[src/rtl/pipe_ctrl_pkg.sv]
// Shared definitions for the pipeline stall/flush scheduler:
// hold-vector encodings, controller state codes and default widths.
package pipe_ctrl_pkg;

   localparam int CNT_W_DEF  = 5;
   localparam int ADDR_W_DEF = 32;

   // Hold vector bit order: [0]pc [1]if [2]id [3]ex [4]mem [5]wb.
   // A stage held while the next stage runs makes the downstream register load a NOP.
   localparam logic [5:0] STALL_NONE = 6'b000000;
   localparam logic [5:0] STALL_IF   = 6'b000011;
   localparam logic [5:0] STALL_ID   = 6'b000111;
   localparam logic [5:0] STALL_EX   = 6'b001111;
   localparam logic [5:0] STALL_MEM  = 6'b011111;

   localparam logic STOP    = 1'b1;
   localparam logic NO_STOP = 1'b0;

   typedef enum logic [1:0] {
      ST_RUN        = 2'd0,
      ST_MC_BUSY    = 2'd1,
      ST_FLUSH_PEND = 2'd2
   } ctrl_state_e;

endpackage

[src/rtl/pipe_ctrl_mc_counter.sv]
// Countdown for multi-cycle EX operations. Loads the remaining stall count,
// decrements when enabled and saturates at zero so it can never wrap.
module mc_counter
   import pipe_ctrl_pkg::*;
#(
   parameter int CNT_W = CNT_W_DEF
) (
   input  logic             i_clk,
   input  logic             i_rst,
   input  logic             i_load,
   input  logic [CNT_W-1:0] i_load_val,
   input  logic             i_dec,
   output logic             o_is_one
);

   logic [CNT_W-1:0] r_cnt;

   // Load has priority over decrement; decrement stops at zero.
   always_ff @(posedge i_clk) begin
      if (i_rst) begin
         r_cnt <= '0;
      end else if (i_load) begin
         r_cnt <= i_load_val;
      end else if (i_dec && (r_cnt != '0)) begin
         r_cnt <= r_cnt - CNT_W'(1);
      end
   end

   assign o_is_one = (r_cnt == CNT_W'(1));

endmodule

[src/rtl/pipe_ctrl.sv]
// Central stall/flush scheduler for the 5-stage pipeline.
// Outputs are combinational from the inputs and the controller state.
// A branch resolved while data memory is busy is parked and replayed when memory frees up.
module pipe_ctrl
   import pipe_ctrl_pkg::*;
#(
   parameter int CNT_W  = CNT_W_DEF,
   parameter int ADDR_W = ADDR_W_DEF
) (
   input  logic              i_clk,
   input  logic              i_rst,
   input  logic              i_stallreq_if,
   input  logic              i_stallreq_id,
   input  logic              i_stallreq_mem,
   input  logic              i_ex_mc_start,
   input  logic [CNT_W-1:0]  i_ex_mc_len,
   input  logic              i_ex_branch,
   input  logic [ADDR_W-1:0] i_ex_target,
   output logic [5:0]        o_stall,
   output logic              o_flush,
   output logic [ADDR_W-1:0] o_new_pc,
   output logic              o_mc_last,
   output logic [1:0]        o_state
);

   ctrl_state_e       r_state;
   logic [ADDR_W-1:0] r_pend_pc;

   ctrl_state_e       w_next_state;
   logic [ADDR_W-1:0] w_pend_pc_nxt;
   logic              w_cnt_load;
   logic              w_cnt_dec;
   logic [CNT_W-1:0]  w_cnt_load_val;
   logic              w_cnt_is_one;

   // The start cycle is itself a stall cycle, so the countdown holds len-1.
   assign w_cnt_load_val = i_ex_mc_len - CNT_W'(1);

   mc_counter #(.CNT_W(CNT_W)) u_mc_counter (
      .i_clk      (i_clk),
      .i_rst      (i_rst),
      .i_load     (w_cnt_load),
      .i_load_val (w_cnt_load_val),
      .i_dec      (w_cnt_dec),
      .o_is_one   (w_cnt_is_one)
   );

   // Priority mux for the hold vector, flush/redirect and next-state selection.
   always_comb begin
      o_stall       = STALL_NONE;
      o_flush       = NO_STOP;
      o_new_pc      = '0;
      o_mc_last     = 1'b0;
      w_next_state  = r_state;
      w_pend_pc_nxt = r_pend_pc;
      w_cnt_load    = 1'b0;
      w_cnt_dec     = 1'b0;
      if (!i_rst) begin
         case (r_state)
            ST_RUN: begin
               if (i_ex_branch) begin
                  // Branch beats a simultaneous mc_start; a flush drops id/if requests.
                  if (i_stallreq_mem) begin
                     o_stall       = STALL_MEM;
                     w_pend_pc_nxt = i_ex_target;
                     w_next_state  = ST_FLUSH_PEND;
                  end else begin
                     o_flush  = STOP;
                     o_new_pc = i_ex_target;
                  end
               end else begin
                  if (i_ex_mc_start && (i_ex_mc_len != '0)) begin
                     o_stall = STALL_EX;
                     if (i_ex_mc_len == CNT_W'(1)) begin
                        o_mc_last = 1'b1;
                     end else begin
                        w_cnt_load   = 1'b1;
                        w_next_state = ST_MC_BUSY;
                     end
                  end else if (i_stallreq_id) begin
                     o_stall = STALL_ID;
                  end else if (i_stallreq_if) begin
                     o_stall = STALL_IF;
                  end
                  if (i_stallreq_mem) begin
                     o_stall = STALL_MEM;
                  end
               end
            end
            ST_MC_BUSY: begin
               // EX is frozen: branch and mc_start inputs are not looked at here.
               if (i_stallreq_mem) begin
                  o_stall = STALL_MEM;
               end else begin
                  o_stall   = STALL_EX;
                  w_cnt_dec = 1'b1;
                  if (w_cnt_is_one) begin
                     o_mc_last    = 1'b1;
                     w_next_state = ST_RUN;
                  end
               end
            end
            ST_FLUSH_PEND: begin
               if (i_stallreq_mem) begin
                  o_stall = STALL_MEM;
               end else begin
                  o_flush      = STOP;
                  o_new_pc     = r_pend_pc;
                  w_next_state = ST_RUN;
               end
            end
            default: begin
               w_next_state = ST_RUN;
            end
         endcase
      end
   end

   // Controller state and parked branch target; reset discards any pending work.
   always_ff @(posedge i_clk) begin
      if (i_rst) begin
         r_state   <= ST_RUN;
         r_pend_pc <= '0;
      end else begin
         r_state   <= w_next_state;
         r_pend_pc <= w_pend_pc_nxt;
      end
   end

   assign o_state = r_state;

endmodule

[config.mk]
export PLATFORM = sky130hd
export DESIGN_NAME = pipe_ctrl
export DESIGN_NICKNAME = d
export VERILOG_FILES = /design/src/rtl/pipe_ctrl_pkg.sv /design/src/rtl/pipe_ctrl_mc_counter.sv /design/src/rtl/pipe_ctrl.sv
export SDC_FILE = /design/constraint.sdc
export NUM_CORES = 1
export LEC_CHECK = 0
export ABC_CLOCK_PERIOD_IN_PS = 4400
export BUFFER_PORTS_ARGS = -buffer_cell sky130_fd_sc_hd__buf_4
export CAP_MARGIN = 15
export CORE_MARGIN = 1
export CORE_UTILIZATION = 50
export CTS_CLUSTER_SIZE = 8
export DETAILED_ROUTE_END_ITERATION = 6
export GPL_TIMING_DRIVEN = 0
export PLACE_DENSITY = 0.92
export SETUP_SLACK_MARGIN = 0.05
export SLEW_MARGIN = 20
export SYNTH_ARGS = -nofsm -noshare
export SYNTH_HDL_FRONTEND = slang
export SYNTH_SLANG_ARGS = --single-unit
[constraint.sdc]
create_clock -name i_clk -period 4.4 [get_ports i_clk]
set_input_delay 0.22 -clock i_clk [delete_from_list [all_inputs] [get_ports i_clk]]
set_output_delay 0.22 -clock i_clk [all_outputs]
set_load 0.005 [all_outputs]
Word-level counts from Yosys, hierarchy flattened
Index checks and enable logic that the tools add are counted.
- logic and storage cells: 65
- input port bits: 44
- bits in registers: 39
- reduce and logical (&&, ||, !) cells: 8
- $add $sub $neg: 2
- equal/unequal tests: 10
- multiplexer cells: 42
- operator list (kind ; count):
    $mux W32 ; 4
    $pmux W32 S2 ; 1
    $mux W5 ; 4
    $mux W6 ; 3
    $pmux W6 S3 ; 1
    $mux W1 ; 16
    $mux W2 ; 8
    $eq A5 B1 Y1 const B ; 2
    $reduce_bool A5 Y1 ; 2
    $sub A5 B1 Y5 const B ; 2
    $ne A3 B3 Y1 const B ; 3
    $pmux W2 S3 ; 1
    $reduce_and A6 Y1 ; 1
    $mux W4 ; 1
    $ne A2 B2 Y1 const B ; 2
    $pmux W1 S2 ; 2
    $mux W3 ; 1
    $reduce_and A3 Y1 ; 1
    $eq A2 B1 Y1 const B ; 1
    $eq A2 B2 Y1 const B ; 1
    $logic_and A1 B1 Y1 ; 2
    $logic_not A2 Y1 ; 1
    $ne A2 B1 Y1 const B ; 1
    $reduce_bool A2 Y1 ; 1

Longest topological paths before layout
- depth after elaboration: 7
- gate-level depth with buffers: 7

Cells and area by module
From an unflattened synthesis, not the netlist that was laid out.
- cell total of the unflattened synthesis: 307
- area, all modules: 2399.8 um^2
- modules (own cells, without submodules) (module ; sequential area each (um^2) ; cells an instance ; instances ; area an instance (um^2)):
    pipe_ctrl ; 680.7 ; 267 ; 1 ; 2067.0
    mc_counter ; 100.1 ; 40 ; 1 ; 332.8

Worst setup path before layout
Ideal clock, no wire load.
- path type: input to output
- from: in i_ex_mc_len[0]
- to: out o_stall[1]
- path slack: 2.556 ns
- required time: 4.180 ns
- arrival time: 1.624 ns
- stages: 7
- path through: inv_1 > ha_1 > or4b_2 > a21o_1 > o21ai_0 > a21oi_1 > buf_4
- longest elaborated chain between the ends: 7
- ends and longest elaborated chain (what ; RTL line ; text):
    start, declared ; pipe_ctrl.sv:16 ; input logic [CNT_W-1:0] i_ex_mc_len,
    $reduce_bool A5 Y1 ; pipe_ctrl.sv:72 ; if (i_ex_mc_start && (i_ex_mc_len != '0)) begin
    $logic_and A1 B1 Y1 ; pipe_ctrl.sv:72 ;
    $mux W4 ; pipe_ctrl.sv:72 ;
    $mux W6 ; pipe_ctrl.sv:85 ; if (i_stallreq_mem) begin
    $mux W6 ; pipe_ctrl.sv:61 ; if (i_ex_branch) begin
    $pmux W6 S3 ; pipe_ctrl.sv:59 ; case (r_state)
    $mux W6 ; pipe_ctrl.sv:58 ; if (!i_rst) begin
    end, declared ; pipe_ctrl.sv:19 ; output logic [5:0] o_stall,
Every way passes these cells.

Worst setup path in the final report
- from: reg r_state[0], in the netlist o_state[0]
- to: out o_new_pc[23]
- longest elaborated chain between the ends: 3
- elaborated cells on any way between the ends: 4
- those cells by class: 1 x eq/ne; 2 x mux; 1 x reduce/logical
- ends and longest elaborated chain (what ; RTL line ; text):
    start, declared ; pipe_ctrl.sv:26 ; ctrl_state_e r_state;
    start signal, assigned ; pipe_ctrl.sv:125 ; r_state <= w_next_state;
    $eq A2 B2 Y1 or $logic_not A2 Y1 (tied branches) ; pipe_ctrl.sv:59 ;
    $pmux W32 S2 * ; pipe_ctrl.sv:59 ;
    $mux W32 * ; pipe_ctrl.sv:58 ;
    end, declared ; pipe_ctrl.sv:21 ; output logic [ADDR_W-1:0] o_new_pc,
Every way passes the cells marked *; elsewhere a longest branch is shown, timed or not.

==> flow_summary.toml <==
[run_status]
outcome = "finished, final reports clean"

[route]
top_layer = "met4"
totalWireLength_microns = 5910
wl_met1_microns = 2430
first_pass_iters = 4
drc = 0
viasPerCell = 5.60
drt_iter0_drc = 231
vias = 2468
met2_length_microns = 2990
wl_per_cell_microns = 13.4
route.met3.wl_microns = 388
ant_nets = 0

[logic_synthesis]
syn_area_per_cell_sq_um = 7.18
synth_cell_type_count = 38
synth_seq_cells = 39
ys.warnings.count = 0
synth_flop_cell = "dfxtp_1"
mappedNetlistArea_sq_um = 2170
synth_edf_count = 0
synth_cells = 302
async_flop_share = 0
seq_area_frac_synth = 0.360
synth_nets = 352

[cells_and_area]
final_common_cell = "buf_4"
final_core_util = 0.717
antennaDiodeCount = 0
drive_gt1_frac = 0.263
final_cell_area_sq_um = 2930
synthToLayoutAreaGrowth_pct = 35.1
fillers = 333
final_cell_mix = "buf_4 (85), nand2_1 (67), nor2_1 (44), dfxtp_1 (39), a21oi_1 (37)"
nNetsFinal = 442

[hold_path]
min_to = "r_pend_pc[29]"
min_from = "i_ex_target[29]"
hold_depth = 3
hp-class = "in -> reg"

[setup_path]
worstPathRequired_ns = 4.18
cp.arrival_ns = 2.31
cp_num_buf_inv = 4
r2r-end = "r_pend_pc[25]"
reg2reg_slack_ns = 2.48
r2r_start = "o_state[0]"
cp_slowest_cell = "clkbuf_1"
r2r_cells = 7
crit_path_end_kind = "primary output"
crit_path_start_kind = "register"
critPathKind = "reg -> out"
crit_chain = "buf_2 -> nor2_1 -> and3_1 -> clkbuf_1 -> clkbuf_1 -> a22oi_1 -> nor2_1 -> buf_4"
critPathMaxFanout = 10
max_stage_delay_ns = 0.40
cp_top_family = "buffers and inverters"

[cts]
cts_tree = "built"
hold_buffers = 0
clk_pin_slew_ns = 0.07
insertion_delay_ns = 0.29
post_cts_buffers = 0
clock-root-buffer = "clkbuf_8"
clockBufferDepth = 2
numCtsBuffers = 5
h-tree-depth = 2
post_cts_resized = 0
cts.sinks = 39

[placement]
place_area_sq_um = 2860
dp_hpwl_microns = 4290
finalWeightedCongestion = 0.881
io_buffers = 83

[global_route]
antenna_found_initial = 0
overflow = 0
grt.total_usage = 0.269
grt_pass1_wl_microns = 9510
grt_pass1_vias = 2212
grt_max_degree = 12

[power]
p_leak_nw = 1.24
powerDensity_nw_per_um2 = 268
max-vdd-ir-drop_mv = 0.194

[floorplan]
fp.dieH_microns = 67.9
initial_core_util = 0.531
core_area_sq_um = 4090
die_x_microns = 67.9
io_pins = 86
num_rows = 23
dieArea_sq_um = 4610

[timing]
setup_tns_ns = 0
skew_ns = 0.00577
finalCritPeriodShare = 0.574
finalSetupViolCount = 0
min_period_ns = 2.53
drv_slew = 0
rsz0062_at_grt = "false"
tightest_slew_ns = 0.798
timing_hold_violations_final = 0
max_freq_mhz = 396
slew_headroom = 0.466

[run]
max_cap_violations = 0
## through the flow
step                      instances  power [mW]  hold slack (ns)  setup slack [ns]
final                           441       0.785            0.180              1.87
after global routing            441       0.825            0.180              1.71
after CTS                       441       0.787            0.178              1.91
after detailed placement        435       0.565            0.449              2.22
after global placement          435       0.559            0.442              2.26
after floorplan                 302       0.484            0.356              2.56
## cell usage after synthesis, drive strengths merged, types with 3 or more instances
cell / n / area share
nand2: 67 / 0.12
nor2: 44 / 0.076
dfxtp: 39 / 0.36
a21oi: 37 / 0.085
a22oi: 32 / 0.11
clkbuf: 20 / 0.035
buf: 7 / 0.021
inv: 7 / 0.012
ha: 6 / 0.035
nor3: 5 / 0.012
o21ai: 4 / 0.0092
and3: 3 / 0.0087
xor2: 3 / 0.012
## routing by layer
layer,vias up,track usage
met5,-,0
met4,0,0.0677
met3,12,0.0717
met2,100,0.469
met1,1151,0.327
li1,1205,-
## cell families (layout without fill, tap and decap cells)
group / after synthesis / count (layout) / synth area share
AO/OA/AOI/OAI: 82 / 82 / 0.240
XOR/XNOR: 4 / 4 / 0.0162
adder cells (fa/ha/maj): 6 / 6 / 0.0346
buffers and inverters: 34 / 123 / 0.0681
flip-flops: 39 / 39 / 0.360
multiplexers: 4 / 4 / 0.0196
other: 1 / 1 / 0.00173
AND/OR/NAND/NOR: 132 / 132 / 0.260
## worst max path at each step
stage                   startpoint      endpoint  slack [ns]  depth (start not counted)
finish                  o_state[0]  o_new_pc[23]        1.87                          8
global route            o_state[0]   o_new_pc[5]        1.71                          8
CTS                     o_state[0]  o_new_pc[23]        1.91                          8
detailed placement  i_ex_mc_len[0]    o_stall[1]        2.22                          9
global placement    i_ex_mc_len[0]    o_stall[1]        2.26                          9
floorplan           i_ex_mc_len[0]    o_stall[1]        2.56                          7
## tightest hold or removal path, cell delays in order
cell and delay, ns:
buf_4 0.11, nand2_1 0.05, a21oi_1 0.05
## registers in the layout (all words and copies together) (netlist names)
| name | cells |
|---|---|
| r_pend_pc | 32 |
| u_mc_counter.r_cnt | 5 |
| o_state | 2 |
## cell type report
cell class | count | area [sq um] | area share
sequential | 39 | 781 | 0.266
clock buffer | 5 | 68.8 | 0.0235
clock inverter | 1 | 7.51 | 0.00256
inverter | 7 | 26.3 | 0.00896
multi-input combinational | 229 | 1240 | 0.423
buffer | 27 | 121 | 0.0414
timing repair buffer | 83 | 623 | 0.213
tap | 50 | 62.6 | 0.0213
## report_power, final
group          total [mW]  switching, mW  leakage, nW  internal [mW]
clock network       0.227          0.121       0.0361          0.105
registers           0.383         0.0111        0.318          0.372
logic               0.176         0.0943        0.882         0.0815
No activity file was read; power rests on OpenSTA's default activity.
